## src/rtl/id_ex_if.sv

```systemverilog
// ID/EX stage bus: decode-side inputs, execute-side registered outputs, and the
// stall/flush/hazard control lines. The master drives the ID side, the slave is the stage.
interface id_ex_if #(
    parameter int DATA_W  = 32,
    parameter int RADDR_W = 5,
    parameter int WB_W    = 2,
    parameter int M_W     = 2,
    parameter int EX_W    = 4
);
    logic               stall;
    logic               flush;
    logic               valid_in;
    logic [WB_W-1:0]    wb_in;
    logic [M_W-1:0]     m_in;
    logic [EX_W-1:0]    ex_in;
    logic [DATA_W-1:0]  rdata1_in;
    logic [DATA_W-1:0]  rdata2_in;
    logic [DATA_W-1:0]  imm_in;
    logic [RADDR_W-1:0] rs_in;
    logic [RADDR_W-1:0] rt_in;
    logic [RADDR_W-1:0] rd_in;

    logic               valid_out;
    logic [WB_W-1:0]    wb_out;
    logic [M_W-1:0]     m_out;
    logic [EX_W-1:0]    ex_out;
    logic [DATA_W-1:0]  rdata1_out;
    logic [DATA_W-1:0]  rdata2_out;
    logic [DATA_W-1:0]  imm_out;
    logic [RADDR_W-1:0] rs_out;
    logic [RADDR_W-1:0] rt_out;
    logic [RADDR_W-1:0] rd_out;
    logic [RADDR_W-1:0] shamt_out;
    logic               hazard_stall;

    modport master (
        output stall, flush, valid_in, wb_in, m_in, ex_in,
               rdata1_in, rdata2_in, imm_in, rs_in, rt_in, rd_in,
        input  valid_out, wb_out, m_out, ex_out, rdata1_out, rdata2_out,
               imm_out, rs_out, rt_out, rd_out, shamt_out, hazard_stall
    );

    modport slave (
        input  stall, flush, valid_in, wb_in, m_in, ex_in,
               rdata1_in, rdata2_in, imm_in, rs_in, rt_in, rd_in,
        output valid_out, wb_out, m_out, ex_out, rdata1_out, rdata2_out,
               imm_out, rs_out, rt_out, rd_out, shamt_out, hazard_stall
    );
endinterface

```

## src/rtl/id_ex_stage.sv

```systemverilog
// ID/EX pipeline register with valid bit, hold, flush and load-use bubble insertion.
// Optional ID_EX_PERF_CNT_EN adds saturating bubble_cnt / flush_cnt outputs.
module id_ex_stage #(
    parameter int               DATA_W      = 32,
    parameter int               RADDR_W     = 5,
    parameter int               WB_W        = 2,
    parameter int               M_W         = 2,
    parameter int               EX_W        = 4,
    parameter logic [WB_W-1:0]  WB_BUBBLE   = 2'b01,
    parameter int               MEMREAD_BIT = 1,
    parameter int               SHAMT_LSB   = 6
) (
    input  logic        clk,
    input  logic        reset,
    id_ex_if.slave      bus
`ifdef ID_EX_PERF_CNT_EN
    ,
    output logic [31:0] bubble_cnt,
    output logic [31:0] flush_cnt
`endif
);

    logic               valid_q,  valid_d;
    logic [WB_W-1:0]    wb_q,     wb_d;
    logic [M_W-1:0]     m_q,      m_d;
    logic [EX_W-1:0]    ex_q,     ex_d;
    logic [DATA_W-1:0]  rdata1_q, rdata1_d;
    logic [DATA_W-1:0]  rdata2_q, rdata2_d;
    logic [DATA_W-1:0]  imm_q,    imm_d;
    logic [RADDR_W-1:0] rs_q,     rs_d;
    logic [RADDR_W-1:0] rt_q,     rt_d;
    logic [RADDR_W-1:0] rd_q,     rd_d;
    logic [RADDR_W-1:0] shamt_q,  shamt_d;

    logic hazard;
    logic bubble;
    logic hold;

    // Hold semantics: stall (from downstream) freezes this stage; hazard_stall
    // (to upstream) asks PC and IF/ID to keep presenting the same ID instruction.
    assign hazard = valid_q & m_q[MEMREAD_BIT] & bus.valid_in & (rt_q != '0)
                  & ((rt_q == bus.rs_in) | (rt_q == bus.rt_in));

    assign bubble = reset | bus.flush | (~bus.stall & hazard);
    assign hold   = ~reset & ~bus.flush & bus.stall;

    always_comb begin
        valid_d  = valid_q;
        wb_d     = wb_q;
        m_d      = m_q;
        ex_d     = ex_q;
        rdata1_d = rdata1_q;
        rdata2_d = rdata2_q;
        imm_d    = imm_q;
        rs_d     = rs_q;
        rt_d     = rt_q;
        rd_d     = rd_q;
        shamt_d  = shamt_q;
        if (bubble) begin
            valid_d  = 1'b0;
            wb_d     = WB_BUBBLE;
            m_d      = '0;
            ex_d     = '0;
            rdata1_d = '0;
            rdata2_d = '0;
            imm_d    = '0;
            rs_d     = '0;
            rt_d     = '0;
            rd_d     = '0;
            shamt_d  = '0;
        end else if (!hold) begin
            valid_d  = bus.valid_in;
            wb_d     = bus.wb_in;
            m_d      = bus.m_in;
            ex_d     = bus.ex_in;
            rdata1_d = bus.rdata1_in;
            rdata2_d = bus.rdata2_in;
            imm_d    = bus.imm_in;
            rs_d     = bus.rs_in;
            rt_d     = bus.rt_in;
            rd_d     = bus.rd_in;
            shamt_d  = bus.imm_in[SHAMT_LSB +: RADDR_W];
        end
    end

    always_ff @(posedge clk) begin
        valid_q  <= valid_d;
        wb_q     <= wb_d;
        m_q      <= m_d;
        ex_q     <= ex_d;
        rdata1_q <= rdata1_d;
        rdata2_q <= rdata2_d;
        imm_q    <= imm_d;
        rs_q     <= rs_d;
        rt_q     <= rt_d;
        rd_q     <= rd_d;
        shamt_q  <= shamt_d;
    end

    assign bus.valid_out    = valid_q;
    assign bus.wb_out       = wb_q;
    assign bus.m_out        = m_q;
    assign bus.ex_out       = ex_q;
    assign bus.rdata1_out   = rdata1_q;
    assign bus.rdata2_out   = rdata2_q;
    assign bus.imm_out      = imm_q;
    assign bus.rs_out       = rs_q;
    assign bus.rt_out       = rt_q;
    assign bus.rd_out       = rd_q;
    assign bus.shamt_out    = shamt_q;
    assign bus.hazard_stall = hazard;

`ifdef ID_EX_PERF_CNT_EN
    logic [31:0] bubble_cnt_q, bubble_cnt_d;
    logic [31:0] flush_cnt_q,  flush_cnt_d;

    // Both counters stick at all-ones rather than wrapping.
    always_comb begin
        bubble_cnt_d = bubble_cnt_q;
        flush_cnt_d  = flush_cnt_q;
        if (reset) begin
            bubble_cnt_d = '0;
            flush_cnt_d  = '0;
        end else begin
            if (hazard && !bus.flush && !bus.stall && bubble_cnt_q != 32'hFFFF_FFFF)
                bubble_cnt_d = bubble_cnt_q + 32'd1;
            if (bus.flush && flush_cnt_q != 32'hFFFF_FFFF)
                flush_cnt_d = flush_cnt_q + 32'd1;
        end
    end

    always_ff @(posedge clk) begin
        bubble_cnt_q <= bubble_cnt_d;
        flush_cnt_q  <= flush_cnt_d;
    end

    assign bubble_cnt = bubble_cnt_q;
    assign flush_cnt  = flush_cnt_q;
`endif

endmodule

```

## src/flat_wrapper.sv

```systemverilog
// flat-port wrapper written by rule: the top's interface ports become plain ports
module id_ex_stage_flat 
#(
    parameter int               DATA_W      = 32,
    parameter int               RADDR_W     = 5,
    parameter int               WB_W        = 2,
    parameter int               M_W         = 2,
    parameter int               EX_W        = 4,
    parameter logic [WB_W-1:0]  WB_BUBBLE   = 2'b01,
    parameter int               MEMREAD_BIT = 1,
    parameter int               SHAMT_LSB   = 6
)
  (clk, reset, bus_stall, bus_flush, bus_valid_in, bus_wb_in, bus_m_in, bus_ex_in, bus_rdata1_in, bus_rdata2_in, bus_imm_in, bus_rs_in, bus_rt_in, bus_rd_in, bus_valid_out, bus_wb_out, bus_m_out, bus_ex_out, bus_rdata1_out, bus_rdata2_out, bus_imm_out, bus_rs_out, bus_rt_out, bus_rd_out, bus_shamt_out, bus_hazard_stall);
  id_ex_if #(.DATA_W(DATA_W), .RADDR_W(RADDR_W), .WB_W(WB_W), .M_W(M_W), .EX_W(EX_W)) bus_i ();
  input  logic clk;
  input  logic reset;
  input wire logic [$bits(bus_i.stall)-1:0] bus_stall;
  input wire logic [$bits(bus_i.flush)-1:0] bus_flush;
  input wire logic [$bits(bus_i.valid_in)-1:0] bus_valid_in;
  input wire logic [$bits(bus_i.wb_in)-1:0] bus_wb_in;
  input wire logic [$bits(bus_i.m_in)-1:0] bus_m_in;
  input wire logic [$bits(bus_i.ex_in)-1:0] bus_ex_in;
  input wire logic [$bits(bus_i.rdata1_in)-1:0] bus_rdata1_in;
  input wire logic [$bits(bus_i.rdata2_in)-1:0] bus_rdata2_in;
  input wire logic [$bits(bus_i.imm_in)-1:0] bus_imm_in;
  input wire logic [$bits(bus_i.rs_in)-1:0] bus_rs_in;
  input wire logic [$bits(bus_i.rt_in)-1:0] bus_rt_in;
  input wire logic [$bits(bus_i.rd_in)-1:0] bus_rd_in;
  output wire logic [$bits(bus_i.valid_out)-1:0] bus_valid_out;
  output wire logic [$bits(bus_i.wb_out)-1:0] bus_wb_out;
  output wire logic [$bits(bus_i.m_out)-1:0] bus_m_out;
  output wire logic [$bits(bus_i.ex_out)-1:0] bus_ex_out;
  output wire logic [$bits(bus_i.rdata1_out)-1:0] bus_rdata1_out;
  output wire logic [$bits(bus_i.rdata2_out)-1:0] bus_rdata2_out;
  output wire logic [$bits(bus_i.imm_out)-1:0] bus_imm_out;
  output wire logic [$bits(bus_i.rs_out)-1:0] bus_rs_out;
  output wire logic [$bits(bus_i.rt_out)-1:0] bus_rt_out;
  output wire logic [$bits(bus_i.rd_out)-1:0] bus_rd_out;
  output wire logic [$bits(bus_i.shamt_out)-1:0] bus_shamt_out;
  output wire logic [$bits(bus_i.hazard_stall)-1:0] bus_hazard_stall;
  assign bus_i.stall = bus_stall;
  assign bus_i.flush = bus_flush;
  assign bus_i.valid_in = bus_valid_in;
  assign bus_i.wb_in = bus_wb_in;
  assign bus_i.m_in = bus_m_in;
  assign bus_i.ex_in = bus_ex_in;
  assign bus_i.rdata1_in = bus_rdata1_in;
  assign bus_i.rdata2_in = bus_rdata2_in;
  assign bus_i.imm_in = bus_imm_in;
  assign bus_i.rs_in = bus_rs_in;
  assign bus_i.rt_in = bus_rt_in;
  assign bus_i.rd_in = bus_rd_in;
  assign bus_valid_out = bus_i.valid_out;
  assign bus_wb_out = bus_i.wb_out;
  assign bus_m_out = bus_i.m_out;
  assign bus_ex_out = bus_i.ex_out;
  assign bus_rdata1_out = bus_i.rdata1_out;
  assign bus_rdata2_out = bus_i.rdata2_out;
  assign bus_imm_out = bus_i.imm_out;
  assign bus_rs_out = bus_i.rs_out;
  assign bus_rt_out = bus_i.rt_out;
  assign bus_rd_out = bus_i.rd_out;
  assign bus_shamt_out = bus_i.shamt_out;
  assign bus_hazard_stall = bus_i.hazard_stall;
  id_ex_stage #(.DATA_W(DATA_W), .RADDR_W(RADDR_W), .WB_W(WB_W), .M_W(M_W), .EX_W(EX_W), .WB_BUBBLE(WB_BUBBLE), .MEMREAD_BIT(MEMREAD_BIT), .SHAMT_LSB(SHAMT_LSB)) u_core (.clk(clk), .reset(reset), .bus(bus_i));
endmodule
```

## config.mk

```make
export PLATFORM = sky130hd
export DESIGN_NAME = id_ex_stage_flat
export DESIGN_NICKNAME = d
export VERILOG_FILES = /design/src/rtl/id_ex_if.sv /design/src/rtl/id_ex_stage.sv /design/src/flat_wrapper.sv
export SDC_FILE = /design/constraint.sdc
export NUM_CORES = 1
export LEC_CHECK = 0
export ABC_AREA = 1
export CORE_ASPECT_RATIO = 2
export CORE_MARGIN = 4
export CORE_UTILIZATION = 42
export CTS_BUF_LIST = sky130_fd_sc_hd__clkbuf_4 sky130_fd_sc_hd__clkbuf_8
export DETAILED_ROUTE_END_ITERATION = 10
export PLACE_DENSITY = 0.8
export SLEW_MARGIN = 10
export SYNTH_ARGS = -nofsm -noshare
export SYNTH_HDL_FRONTEND = slang
export SYNTH_SLANG_ARGS = --single-unit
export TNS_END_PERCENT = 10
```

## constraint.sdc

```tcl
create_clock -name clk -period 2.1 [get_ports clk]
set_clock_uncertainty 0.15 [all_clocks]
set_input_delay 0.315 -clock clk [delete_from_list [all_inputs] [get_ports clk]]
set_output_delay 0.315 -clock clk [all_outputs]
set_load 0.05 [all_outputs]
```

==> results of run 1 <==
area by class of cell:
| cell class | instances | area (µm²) |
|---|---|---|
| Clock buffer | 18 | 248 |
| Clock inverter | 14 | 223 |
| Fill cell | 838 | 3200 |
| Inverter | 135 | 514 |
| Multi-Input combinational cell | 289 | 2150 |
| Sequential cell | 120 | 2420 |
| Tap cell | 147 | 184 |
| Timing Repair Buffer | 279 | 3110 |
critical path, stage by stage, from the launching register on:
cell and delay [ps]:
sky130_fd_sc_hd__dfxtp_4 370, sky130_fd_sc_hd__inv_2 50, sky130_fd_sc_hd__nand2_1 70, sky130_fd_sc_hd__nand2_1 110, sky130_fd_sc_hd__nor2_4 150, sky130_fd_sc_hd__nand3_4 110, sky130_fd_sc_hd__a21oi_4 210, sky130_fd_sc_hd__buf_12 160
what timing repair did:
action                                  in CTS  in global routing
pin swaps                                    5                 16
gates cloned                                 0                 13
setup buffers                                7                  4
endpoints found under the setup margin      24                192
resized for setup                           31                130
cell usage in the layout (no fill, tap or decap), types with 2 or more instances in the layout:
cell | netlist | layout
sky130_fd_sc_hd__clkdlybuf4s50_1 | 0 | 146
sky130_fd_sc_hd__inv_1 | 135 | 130
sky130_fd_sc_hd__nor2_1 | 126 | 121
sky130_fd_sc_hd__dfxtp_1 | 120 | 115
sky130_fd_sc_hd__mux2_2 | 114 | 114
sky130_fd_sc_hd__dlymetal6s2s_1 | 0 | 77
sky130_fd_sc_hd__dlygate4sd2_1 | 0 | 24
sky130_fd_sc_hd__clkbuf_8 | 0 | 18
sky130_fd_sc_hd__nand2_1 | 30 | 17
sky130_fd_sc_hd__buf_4 | 6 | 11
sky130_fd_sc_hd__nand2_2 | 1 | 8
sky130_fd_sc_hd__buf_12 | 0 | 7
sky130_fd_sc_hd__buf_6 | 15 | 7
sky130_fd_sc_hd__clkbuf_16 | 0 | 6
sky130_fd_sc_hd__nand2_4 | 0 | 5
sky130_fd_sc_hd__o21ai_0 | 5 | 5
sky130_fd_sc_hd__bufinv_16 | 0 | 5
sky130_fd_sc_hd__clkinv_4 | 0 | 5
sky130_fd_sc_hd__dfxtp_4 | 0 | 5
sky130_fd_sc_hd__nor2_2 | 1 | 4
sky130_fd_sc_hd__inv_4 | 0 | 3
sky130_fd_sc_hd__nand2_8 | 0 | 3
sky130_fd_sc_hd__inv_2 | 0 | 2
sky130_fd_sc_hd__nor2_4 | 0 | 2
sky130_fd_sc_hd__xnor2_1 | 2 | 2
sky130_fd_sc_hd__nand3_4 | 0 | 2
sky130_fd_sc_hd__nand3_1 | 5 | 2
sky130_fd_sc_hd__clkinvlp_4 | 0 | 2
per-layer routing:
| metal | up-vias | GRT usage (%) | part of all wire (%) |
|---|---|---|---|
| li1 | 2264 | - | - |
| met4 | 0 | 11.1 | 4.2 |
| met3 | 41 | 8.09 | 7.6 |
| met2 | 210 | 39.1 | 58 |
| met1 | 2144 | 17.0 | 30 |
| met5 | - | 0 | 0 |
final timing paths:
path	depth (start not counted)	from	end
worst min-delay path	5	bus_rt_in[4]	u_core.bus.rt_out[4]
worst min register to register	2	u_core.bus.wb_out[0]	u_core.bus.wb_out[0]
worst max register to register	12	u_core.bus.rt_out[1]	u_core.bus.rdata1_out[14]
worst max-delay path	7	u_core.bus.rt_out[1]	bus_hazard_stall
state kept, by name, summed over array words and instances (netlist names):
name / count
u_core.bus.rd_out: 5
u_core.bus.valid_out: 1
u_core.bus.shamt_out: 4
u_core.bus.ex_out: 4
u_core.bus.imm_out: 28
u_core.bus.rdata1_out: 32
u_core.bus.rt_out: 5
u_core.bus.m_out: 2
u_core.bus.rdata2_out: 32
u_core.bus.wb_out: 2
u_core.bus.rs_out: 5
power breakdown:
part           switching, mW  internal [mW]
Combinational          0.693          0.607
Clock                  0.954           1.45
Sequential            0.0525           2.37
cells by family after synthesis:
group	Yosys count	synth area share [%]
xor+xnor	2	0.341
buf+inv	166	15.0
compound gates	6	0.584
simple gates	164	12.2
flops	120	46.7
mux	115	25.2
==> out/summary.log, run 1 <==
qor: timing.postLayoutSetupSlackWorst -32.9 ps
qor: critical_path.crit_arrival 1670 ps
qor: clocking.clock_latency_of_the_later_clocked_register_in_the_worst_skew_pair 430 ps
qor: critical_path.ff2ff_setup_slack 60 ps
qor: critical_path.crit_fanout 4
qor: yosys.post_synth_inst_count 573
qor: power_and_ir_drop.power.density_cell_area 693 mW/mm²
qor: yosys.synthesis.nets 697
qor: timing.number_of_failing_setup_endpoints_in_the_final_timing_report 1
qor: yosys.synth_area 0.00514 mm²
qor: clocking.cts.reportedPaths.clkPinSlew 70 ps
qor: yosys.share_of_flip_flops_with_an_asynchronous_set_or_reset_after_synthesis 0%
qor: placed_design.placement.cell_area 0.00772 mm²
qor: clocking.cts.root.buffer_cell sky130_fd_sc_hd__clkbuf_8
qor: timing.timing.final.max_slew_violations 0
qor: timing.slew_limit_headroom 61.4%
qor: yosys.synth.largest_area_cell sky130_fd_sc_hd__dfxtp_1
qor: layout.post_layout_nonfiller_instances 1002
qor: timing.finalHoldViolCount 0
qor: min_path.min-delay-path-class input pin to flip-flop
qor: floorplan.die_h 165 µm
qor: clocking.number_of_buffers_created_by_cts 17
qor: routing.vias 4659
qor: yosys.distinct_cell_type_count_of_the_synthesized_netlist 16
qor: placed_design.placer_congestion 0.923
qor: global_routing.grt_antenna_before_repair 0
qor: clocking.cts_tree done
qor: timing.final.setup.tns -32.9 ps
qor: global_routing.overflow 0
qor: timing.period_needed 2130 ps
qor: power_and_ir_drop.peakVddDrop 0.640 mV
qor: floorplan.core_area 0.0121 mm²
qor: yosys.synth_common_cells 135 x sky130_fd_sc_hd__inv_1, 126 x sky130_fd_sc_hd__nor2_1, 120 x sky130_fd_sc_hd__dfxtp_1
qor: run_status.run_status complete, but fails checks
qor: layout.antenna_cells 0
qor: routing.antenna_violating_nets_post_route 0
qor: placed_design.place.detailed.hpwl 11100 µm
qor: critical_path.critPathKind flip-flop to output pin
qor: routing.drt-pass1-iter-count 4
qor: critical_path.critical_path.startpoint_type flip-flop
qor: timing.worst_slew_pin_slew 578 ps
qor: timing.grt_setup_unrepaired yes
qor: yosys.yosys_warnings 0
qor: yosys.synth_top_area_share 46.7%
qor: floorplan.die_area 0.0142 mm²
qor: clocking.clock_path_buffers 2
qor: power_and_ir_drop.totalPowerFinal 6.13 mW
qor: global_routing.grt_start_max_net_pins 57
qor: timing.post_route_hold_slack 178 ps
qor: floorplan.dieWidth 86.3 µm
qor: placed_design.port-buffer-count 249
qor: critical_path.cp-end-kind output pin
qor: yosys.most_used_dff_post_synth sky130_fd_sc_hd__dfxtp_1
qor: routing.vias_per_cell 4.65
qor: routing.detail_route.iter0.violations 177
qor: floorplan.num_rows 57
qor: routing.drt_drc_violations_left 0
qor: yosys.post_synthesis_average_cell_area 8.98 µm²
qor: yosys.synth_area_leaders sky130_fd_sc_hd__dfxtp_1 47%, sky130_fd_sc_hd__mux2_2 25%, sky130_fd_sc_hd__inv_1 9.9%, sky130_fd_sc_hd__nor2_1 9.2%, sky130_fd_sc_hd__buf_6 3.3%
qor: global_routing.track_usage 20.3%
qor: run_status.violations negative setup slack
qor: timing.timing.fmax 469 MHz
qor: placed_design.placement.setup.worst_slack -96.8 ps
qor: global_routing.grt_pass1_wl 22300 µm
qor: yosys.count_leader_synth sky130_fd_sc_hd__inv_1
qor: clocking.ctsHtreeMaxLevel 4
qor: clocking.cts-hold-fix-buffers 0
qor: yosys.synth_edf_count 0
qor: global_routing.via_count_of_the_first_global_routing_pass 4780
qor: floorplan.num_io_pins 250
qor: yosys.seq_area_frac_synth 46.7%
qor: layout.final_area 0.00885 mm²
qor: clocking.clock_tree_sinks 120
qor: timing.post-route-period-util 102%
qor: layout.nets 966
qor: power_and_ir_drop.power.static_leakage 5.27 nW
qor: placed_design.dp_cells 948
qor: layout.synthToLayoutAreaGrowth 72.1%
qor: job.timing.max_cap.violations 0
qor: floorplan.initial_utilization 42.7%
qor: critical_path.critPathRequiredTime 1630 ps
qor: routing.avgRoutedWirePerCell 16.7 µm
qor: layout.utilization 73.4%
qor: yosys.synth_seq_cells 120
qor: layout.drive_above_1_share 25.0%
qor: routing.routed_wl 16800 µm
Power figures use the tool's default switching activity.
==> inputs of run 2 (changes only) <==
--- a/config.mk
+++ b/config.mk
@@ -7,7 +7,6 @@
 export LEC_CHECK = 0
 export ABC_AREA = 1
 export CORE_ASPECT_RATIO = 2
-export CORE_MARGIN = 4
 export CORE_UTILIZATION = 42
 export CTS_BUF_LIST = sky130_fd_sc_hd__clkbuf_4 sky130_fd_sc_hd__clkbuf_8
 export DETAILED_ROUTE_END_ITERATION = 10
==> run 2 against run 1 <==
The flow now finishes without violations. Maximum frequency rose by 4.6%. Count of clock-buffer cells in the layout fell by 1. Global-route usage rose by 1.9 points. Sequential power barely moved. Via count fell by 5.2%. Register-to-register slack improved by 330 ps. Largest cell class unchanged.
==> out/summary.log, run 2 (same netlist as run 1, synthesis figures left out) <==
qor: run_status.run_status complete, no violations
qor: critical_path.cp-end-kind output pin
qor: timing.final.setup.tns 0 ps [+32.9 ps]
qor: min_path.worstHoldStart bus_rs_in[2]
qor: timing.post-route-period-util 97.1% [-4.4 points]
qor: critical_path.timing.rr.start u_core.bus.rt_out[3]
qor: critical_path.timing.critical_path.buf_inv 1 [-1]
qor: routing.vias_per_cell 4.52 [-2.9%]
qor: timing.finalHoldViolCount 0 [unchanged]
qor: placed_design.placer_congestion 0.804 [-13%]
qor: layout.layout_common_cells 142 x sky130_fd_sc_hd__clkdlybuf4s50_1, 134 x sky130_fd_sc_hd__inv_1, 126 x sky130_fd_sc_hd__nor2_1, 115 x sky130_fd_sc_hd__dfxtp_1, 114 x sky130_fd_sc_hd__mux2_2
qor: global_routing.overflow 0 [unchanged]
qor: job.timing.max_cap.violations 0 [unchanged]
qor: power_and_ir_drop.clockPowerShare 39.4% [about the same]
qor: layout.final_area 0.00828 mm² [-6.5%]
qor: clocking.cts_tree done
qor: min_path.min-delay-path-class input pin to flip-flop
qor: layout.post_layout_nonfiller_instances 978 [-2.4%]
qor: layout.most_common_cell_after_layout_fill_and_taps_aside sky130_fd_sc_hd__clkdlybuf4s50_1
qor: routing.vias 4416 [-5.2%]
qor: floorplan.num_rows 56 [-1.8%]
qor: power_and_ir_drop.sequentialPowerShare 40.8% [+1.3 points]
qor: timing.slew_limit_headroom 61.0% [-0.42 points]
qor: floorplan.core_area 0.0118 mm² [-1.8%]
qor: min_path.hold-path-endpoint u_core.bus.rs_out[2]
qor: placed_design.port-buffer-count 249 [unchanged]
qor: clocking.clock_path_buffers 2 [unchanged]
qor: placed_design.placement.cell_area 0.00768 mm² [-0.42%]
qor: layout.drive_above_1_share 20.1% [-4.9 points]
qor: timing.grt_setup_unrepaired yes
qor: timing.post_route_hold_slack 317 ps [+138 ps]
qor: global_routing.grt_start_max_net_pins 55 [-3.5%]
qor: timing.worst_slew_pin_slew 587 ps [+9.60 ps]
qor: critical_path.cpPeakStageDelay 800 ps [+430 ps]
qor: placed_design.place.detailed.hpwl 10400 µm [-5.9%]
qor: floorplan.num_io_pins 250 [unchanged]
qor: power_and_ir_drop.p_switching 1.70 mW [-0.11%]
qor: clocking.cts.root.buffer_cell sky130_fd_sc_hd__clkbuf_8
qor: layout.utilization 69.9% [-3.5 points]
qor: routing.drt_drc_violations_left 0 [unchanged]
qor: critical_path.path_cells clkdlybuf4s50_1
qor: layout.synthToLayoutAreaGrowth 60.9%
qor: power_and_ir_drop.comb_power_share 19.8% [-1.4 points]
qor: timing.timing.final.max_slew_violations 0 [unchanged]
qor: placed_design.placement.setup.worst_slack -120 ps [-23.5 ps]
qor: power_and_ir_drop.power_switching_share 28.6% [+0.91 points]
qor: timing.postLayoutSetupSlackWorst 60.0 ps [+92.9 ps]
qor: timing.timing.fmax 490 MHz [+4.6%]
qor: timing.number_of_failing_setup_endpoints_in_the_final_timing_report 0 [-1]
qor: critical_path.worst_path_dominant_cell_family buffers and inverters
qor: critical_path.r2r.worst_path.cells 10 [-2]
qor: global_routing.via_count_of_the_first_global_routing_pass 4544 [-4.9%]
qor: critical_path.worstSetupStartpoint u_core.bus.imm_out[22]
qor: floorplan.die_h 159 µm [-3.6%]
qor: critical_path.critical_path.startpoint_type flip-flop
qor: routing.detail_route.iter0.violations 106 [-40%]
qor: clocking.ctsHtreeMaxLevel 4 [unchanged]
qor: power_and_ir_drop.peakVddDrop 0.631 mV [-1.4%]
qor: routing.drt-pass1-iter-count 7 [+3]
qor: routing.avgRoutedWirePerCell 14.4 µm [-14%]
qor: floorplan.die_area 0.0127 mm² [-10%]
qor: global_routing.track_usage 22.3% [+1.9 points]
qor: critical_path.ff2ff_setup_slack 390 ps [+330 ps]
qor: clocking.clock_tree_sinks 120 [unchanged]
qor: global_routing.grt_antenna_before_repair 1 [+1]
qor: critical_path.crit_arrival 1580 ps [-90 ps]
qor: floorplan.initial_utilization 43.4% [+0.76 points]
qor: critical_path.critPathRequiredTime 1630 ps [about the same]
qor: power_and_ir_drop.internal_power 4.23 mW [-4.5%]
qor: critical_path.critPathKind flip-flop to output pin
qor: timing.period_needed 2040 ps [-92.9 ps]
qor: layout.fillerInstances 851 [+1.6%]
qor: critical_path.timing.critical_path.slowest_stage_cell sky130_fd_sc_hd__clkdlybuf4s50_1
qor: clocking.number_of_buffers_created_by_cts 17 [unchanged]
qor: clocking.clock_latency_of_the_later_clocked_register_in_the_worst_skew_pair 430 ps [about the same]
qor: power_and_ir_drop.totalPowerFinal 5.93 mW [-3.3%]
qor: min_path.min_delay_path_depth 4 [-1]
qor: power_and_ir_drop.power.static_leakage 4.99 nW [-5.2%]
qor: routing.antenna_violating_nets_post_route 0 [unchanged]
qor: global_routing.grt_pass1_wl 21100 µm [-5.4%]
qor: placed_design.dp_cells 944 [-0.42%]
qor: critical_path.r2r-end u_core.bus.rdata1_out[6]
qor: clocking.cts.reportedPaths.clkPinSlew 80 ps [about the same]
qor: layout.nets 942 [-2.5%]
qor: clocking.post_cts_buffers 0 [-7]
qor: critical_path.crit_fanout 2 [-2]
qor: floorplan.dieWidth 80.3 µm [-7.0%]
qor: routing.routed_wl 14100 µm [-16%]
qor: power_and_ir_drop.power.density_cell_area 716 mW/mm² [+3.4%]
## run 2: area by class of cell
type                       count  area, µm²  share of cell area [%]
clock inverter                15        214                    2.59
tap                          145        181                    2.19
clock buffer                  17        234                    2.83
antenna                        2       5.00                  0.0605
inverter                     135        507                    6.12
multi-input combinational    287       1990                    24.0
sequential                   120       2420                    29.2
timing repair buffer         257       2730                    33.0
## run 2: timing repair
item	CTS	global route
hold buffers	0	0
endpoints found under the hold margin	0	0
gates resized for setup	40	73
endpoints found under the setup margin	36	69
pin swaps	1	3
## run 2: routing by layer
layer | global-route usage [%] | part of all wire (%) | vias up
li1 | - | - | 2204
met1 | 17.8 | 31 | 2002
met2 | 44.2 | 59 | 178
met3 | 7.91 | 6.9 | 32
met4 | 12.7 | 3.4 | 0
met5 | 0 | 0 | -
## run 2: power groups by stage
stage | registers, mW | clock network (mW) | logic, mW
detailed placement | 2.48 | 0 | 1.19
CTS | 2.42 | 2.41 | 1.18
global route | 2.43 | 2.50 | 1.25
floorplan | 2.81 | 0 | 0.382
global placement | 2.47 | 0 | 1.17
finish | 2.42 | 2.34 | 1.17
## run 2: worst max path at each step
stage / end / slack (ps) / depth (start not counted)
global placement: u_core.bus.imm_out[20] / -70 / 11
finish: bus_imm_out[22] / 60 / 1
detailed placement: u_core.bus.rdata1_out[6] / -120 / 11
floorplan: bus_hazard_stall / 20 / 6
global route: bus_hazard_stall / -50 / 7
CTS: bus_rdata1_out[12] / 0.7 / 1
==> inputs of run 3 (changes only) <==
--- a/config.mk
+++ b/config.mk
@@ -11,6 +11,7 @@
 export CTS_BUF_LIST = sky130_fd_sc_hd__clkbuf_4 sky130_fd_sc_hd__clkbuf_8
 export DETAILED_ROUTE_END_ITERATION = 10
 export PLACE_DENSITY = 0.8
+export SKIP_LAST_GASP = 1
 export SLEW_MARGIN = 10
 export SYNTH_ARGS = -nofsm -noshare
 export SYNTH_HDL_FRONTEND = slang
==> run 3 against run 2 <==
Critical endpoint is now bus_rdata2_out[25]. Combinational power about the same. Flip-flop and latch count unchanged. Critical path type unchanged. Largest cell class unchanged. Count of clock-buffer cells in the layout unchanged. Cell count unchanged. Design area down 1.3%. Sequential power about the same.
==> out/summary.log, run 3 (same netlist as run 1, synthesis figures left out) <==
qor: run_status.run_status complete, no violations
qor: routing.met3RoutedLength 978 µm [+0.62%]
qor: power_and_ir_drop.power_switching_share 28.5% [-0.15 points]
qor: floorplan.core_area 0.0118 mm² [unchanged]
qor: clocking.clock_path_buffers 2 [unchanged]
qor: global_routing.overflow 0 [unchanged]
qor: clocking.clock_tree_sinks 120 [unchanged]
qor: timing.postLayoutSetupSlackWorst 29.8 ps [-30.2 ps]
qor: critical_path.critPathKind flip-flop to output pin
qor: global_routing.grt_start_max_net_pins 55 [unchanged]
qor: timing.timing.final.max_slew_violations 0 [unchanged]
qor: routing.detail_route.iter0.violations 105 [-0.94%]
qor: routing.avgRoutedWirePerCell 14.1 µm [-1.9%]
qor: layout.post_layout_nonfiller_instances 978 [unchanged]
qor: routing.top_signal_layer_used met4
qor: power_and_ir_drop.peakVddDrop 0.645 mV [+2.2%]
qor: routing.vias_per_cell 4.51 [about the same]
qor: layout.drive_above_1_share 20.0% [-0.12 points]
qor: timing.post_route_hold_slack 330 ps [+13.3 ps]
qor: floorplan.num_rows 56 [unchanged]
qor: critical_path.cp-end-kind output pin
qor: floorplan.initial_utilization 43.4% [unchanged]
qor: clocking.cts.root.buffer_cell sky130_fd_sc_hd__clkbuf_8
qor: floorplan.die_area 0.0127 mm² [unchanged]
qor: layout.utilization 69.0% [-0.94 points]
qor: power_and_ir_drop.clockPowerShare 39.2% [-0.2 points]
qor: global_routing.grt_antenna_before_repair 1 [unchanged]
qor: critical_path.cpPeakStageDelay 850 ps [+50 ps]
qor: layout.nets 942 [unchanged]
qor: timing.slew_limit_headroom 59.7% [-1.3 points]
qor: floorplan.num_io_pins 250 [unchanged]
qor: clocking.ctsHtreeMaxLevel 4 [unchanged]
qor: layout.seqCellArea 0.00241 mm² [-0.21%]
qor: critical_path.timing.critical_path.slowest_stage_cell sky130_fd_sc_hd__clkdlybuf4s50_1
qor: timing.worst_slew_pin_slew 604 ps [+16.7 ps]
qor: placed_design.port-buffer-count 249 [unchanged]
qor: placed_design.placement.setup.worst_slack -120 ps [unchanged]
qor: routing.vias 4414 [-0.045%]
qor: placed_design.place.detailed.hpwl 10400 µm [unchanged]
qor: placed_design.dp_cells 944 [unchanged]
qor: critical_path.crit_fanout 2 [unchanged]
qor: global_routing.via_count_of_the_first_global_routing_pass 4548 [+0.088%]
qor: timing.number_of_failing_setup_endpoints_in_the_final_timing_report 0 [unchanged]
qor: clocking.clock_latency_of_the_later_clocked_register_in_the_worst_skew_pair 430 ps [about the same]
qor: global_routing.grt_pass1_wl 21100 µm [about the same]
qor: critical_path.timing.critical_path.buf_inv 1 [unchanged]
qor: routing.met1_length 4280 µm [-1.7%]
qor: min_path.min-delay-path-class input pin to flip-flop
qor: routing.wl_met2 8090 µm [-2.2%]
qor: layout.final_area 0.00817 mm² [-1.3%]
qor: placed_design.placement.cell_area 0.00768 mm² [unchanged]
qor: job.timing.max_cap.violations 0 [unchanged]
qor: power_and_ir_drop.p_switching 1.70 mW [-0.14%]
qor: power_and_ir_drop.power.static_leakage 3.89 nW [-22%]
qor: timing.period_needed 2070 ps [+30.2 ps]
qor: routing.routed_wl 13800 µm [-1.9%]
qor: timing.timing.fmax 483 MHz [-1.5%]
qor: timing.post-route-period-util 98.6% [+1.4 points]
qor: clocking.number_of_buffers_created_by_cts 17 [unchanged]
qor: global_routing.track_usage 22.3% [about the same]
qor: timing.grt_setup_unrepaired yes
qor: critical_path.critPathRequiredTime 1630 ps [about the same]
qor: placed_design.placer_congestion 0.804 [unchanged]
qor: floorplan.die_h 159 µm [unchanged]
qor: floorplan.dieWidth 80.3 µm [unchanged]
qor: critical_path.crit_arrival 1610 ps [+30 ps]
qor: critical_path.path_cells clkdlybuf4s50_1
qor: critical_path.critical_path.startpoint_type flip-flop
qor: layout.multi_input_comb_area 0.00199 mm² [unchanged]
qor: routing.antenna_violating_nets_post_route 0 [unchanged]
qor: layout.fillerInstances 865 [+1.6%]
qor: timing.final.setup.tns 0 ps [unchanged]
qor: critical_path.worst_path_dominant_cell_family buffers and inverters
qor: clocking.cts-hold-fix-buffers 0 [unchanged]
qor: power_and_ir_drop.sequentialPowerShare 40.7% [about the same]
qor: power_and_ir_drop.internal_power 4.26 mW [+0.57%]
qor: timing.finalHoldViolCount 0 [unchanged]
qor: clocking.cts_tree done
qor: clocking.cts.reportedPaths.clkPinSlew 70 ps [about the same]
qor: power_and_ir_drop.power.density_cell_area 729 mW/mm² [+1.7%]
qor: layout.synthToLayoutAreaGrowth 58.7%
qor: routing.drt_drc_violations_left 0 [unchanged]
qor: clocking.post_cts_buffers 0 [unchanged]
qor: layout.layout_common_cells 234 x sky130_fd_sc_hd__clkdlybuf4s50_1, 135 x sky130_fd_sc_hd__inv_1, 126 x sky130_fd_sc_hd__nor2_1, 115 x sky130_fd_sc_hd__dfxtp_1, 114 x sky130_fd_sc_hd__mux2_2
qor: power_and_ir_drop.totalPowerFinal 5.95 mW [+0.37%]
qor: routing.drt-pass1-iter-count 4 [-3]
qor: power_and_ir_drop.comb_power_share 20.0% [+0.2 points]
qor: layout.most_common_cell_after_layout_fill_and_taps_aside sky130_fd_sc_hd__clkdlybuf4s50_1
## run 3: cell count changes in the layout (fill, tap and decap cells not counted)
cell,change
sky130_fd_sc_hd__clkdlybuf4s50_1,+92
sky130_fd_sc_hd__dfxtp_2,+2
sky130_fd_sc_hd__dfxtp_4,-2
sky130_fd_sc_hd__dlygate4sd2_1,-33
sky130_fd_sc_hd__dlymetal6s2s_1,-59
sky130_fd_sc_hd__inv_1,+1
sky130_fd_sc_hd__inv_2,-1
## run 3: power groups by stage
stage / registers, mW / clock network (mW) / logic (mW)
2_1_floorplan: 2.81 / 0 / 0.382
3_3_place_gp: 2.47 / 0 / 1.17
3_5_place_dp: 2.48 / 0 / 1.19
4_1_cts: 2.43 / 2.41 / 1.20
5_1_grt: 2.44 / 2.50 / 1.27
6_report: 2.42 / 2.33 / 1.19
## run 3: what timing repair did
action,in CTS,in global routing
resized for setup,7,11
gates cloned,0,0
endpoints found under the setup margin,36,102
pin swaps,1,0
## run 3: final timing paths
check	slack, ps	cells after the start	start	to
setup reg to reg	370	10	u_core.bus.rt_out[2]	u_core.bus.rdata1_out[6]
hold reg to reg	360	2	u_core.bus.wb_out[0]	u_core.bus.wb_out[0]
hold / removal	330	4	bus_rs_in[2]	u_core.bus.rs_out[2]
setup / recovery	30	1	u_core.bus.rdata2_out[25]	bus_rdata2_out[25]
## run 3: final cells by class
| class | instances | area share, % |
|---|---|---|
| antenna | 2 | 0.0613 |
| clock buffer | 17 | 2.87 |
| clock inverter | 15 | 2.62 |
| inverter | 135 | 6.21 |
| multi-input combinational | 287 | 24.3 |
| sequential | 120 | 29.5 |
| tap | 145 | 2.22 |
| timing repair buffer | 257 | 32.2 |
## run 3: routing by layer
metal,track usage (%),vias to the layer above
li1,-,2203
met1,17.9,2006
met2,44.3,176
met3,7.91,29
met4,12.3,0
met5,0,-
## run 3: worst min-delay path: stages
cell and delay [ps]:
sky130_fd_sc_hd__dlygate4sd2_1 270, sky130_fd_sc_hd__mux2_2 170, sky130_fd_sc_hd__inv_1 30, sky130_fd_sc_hd__nor2_1 80
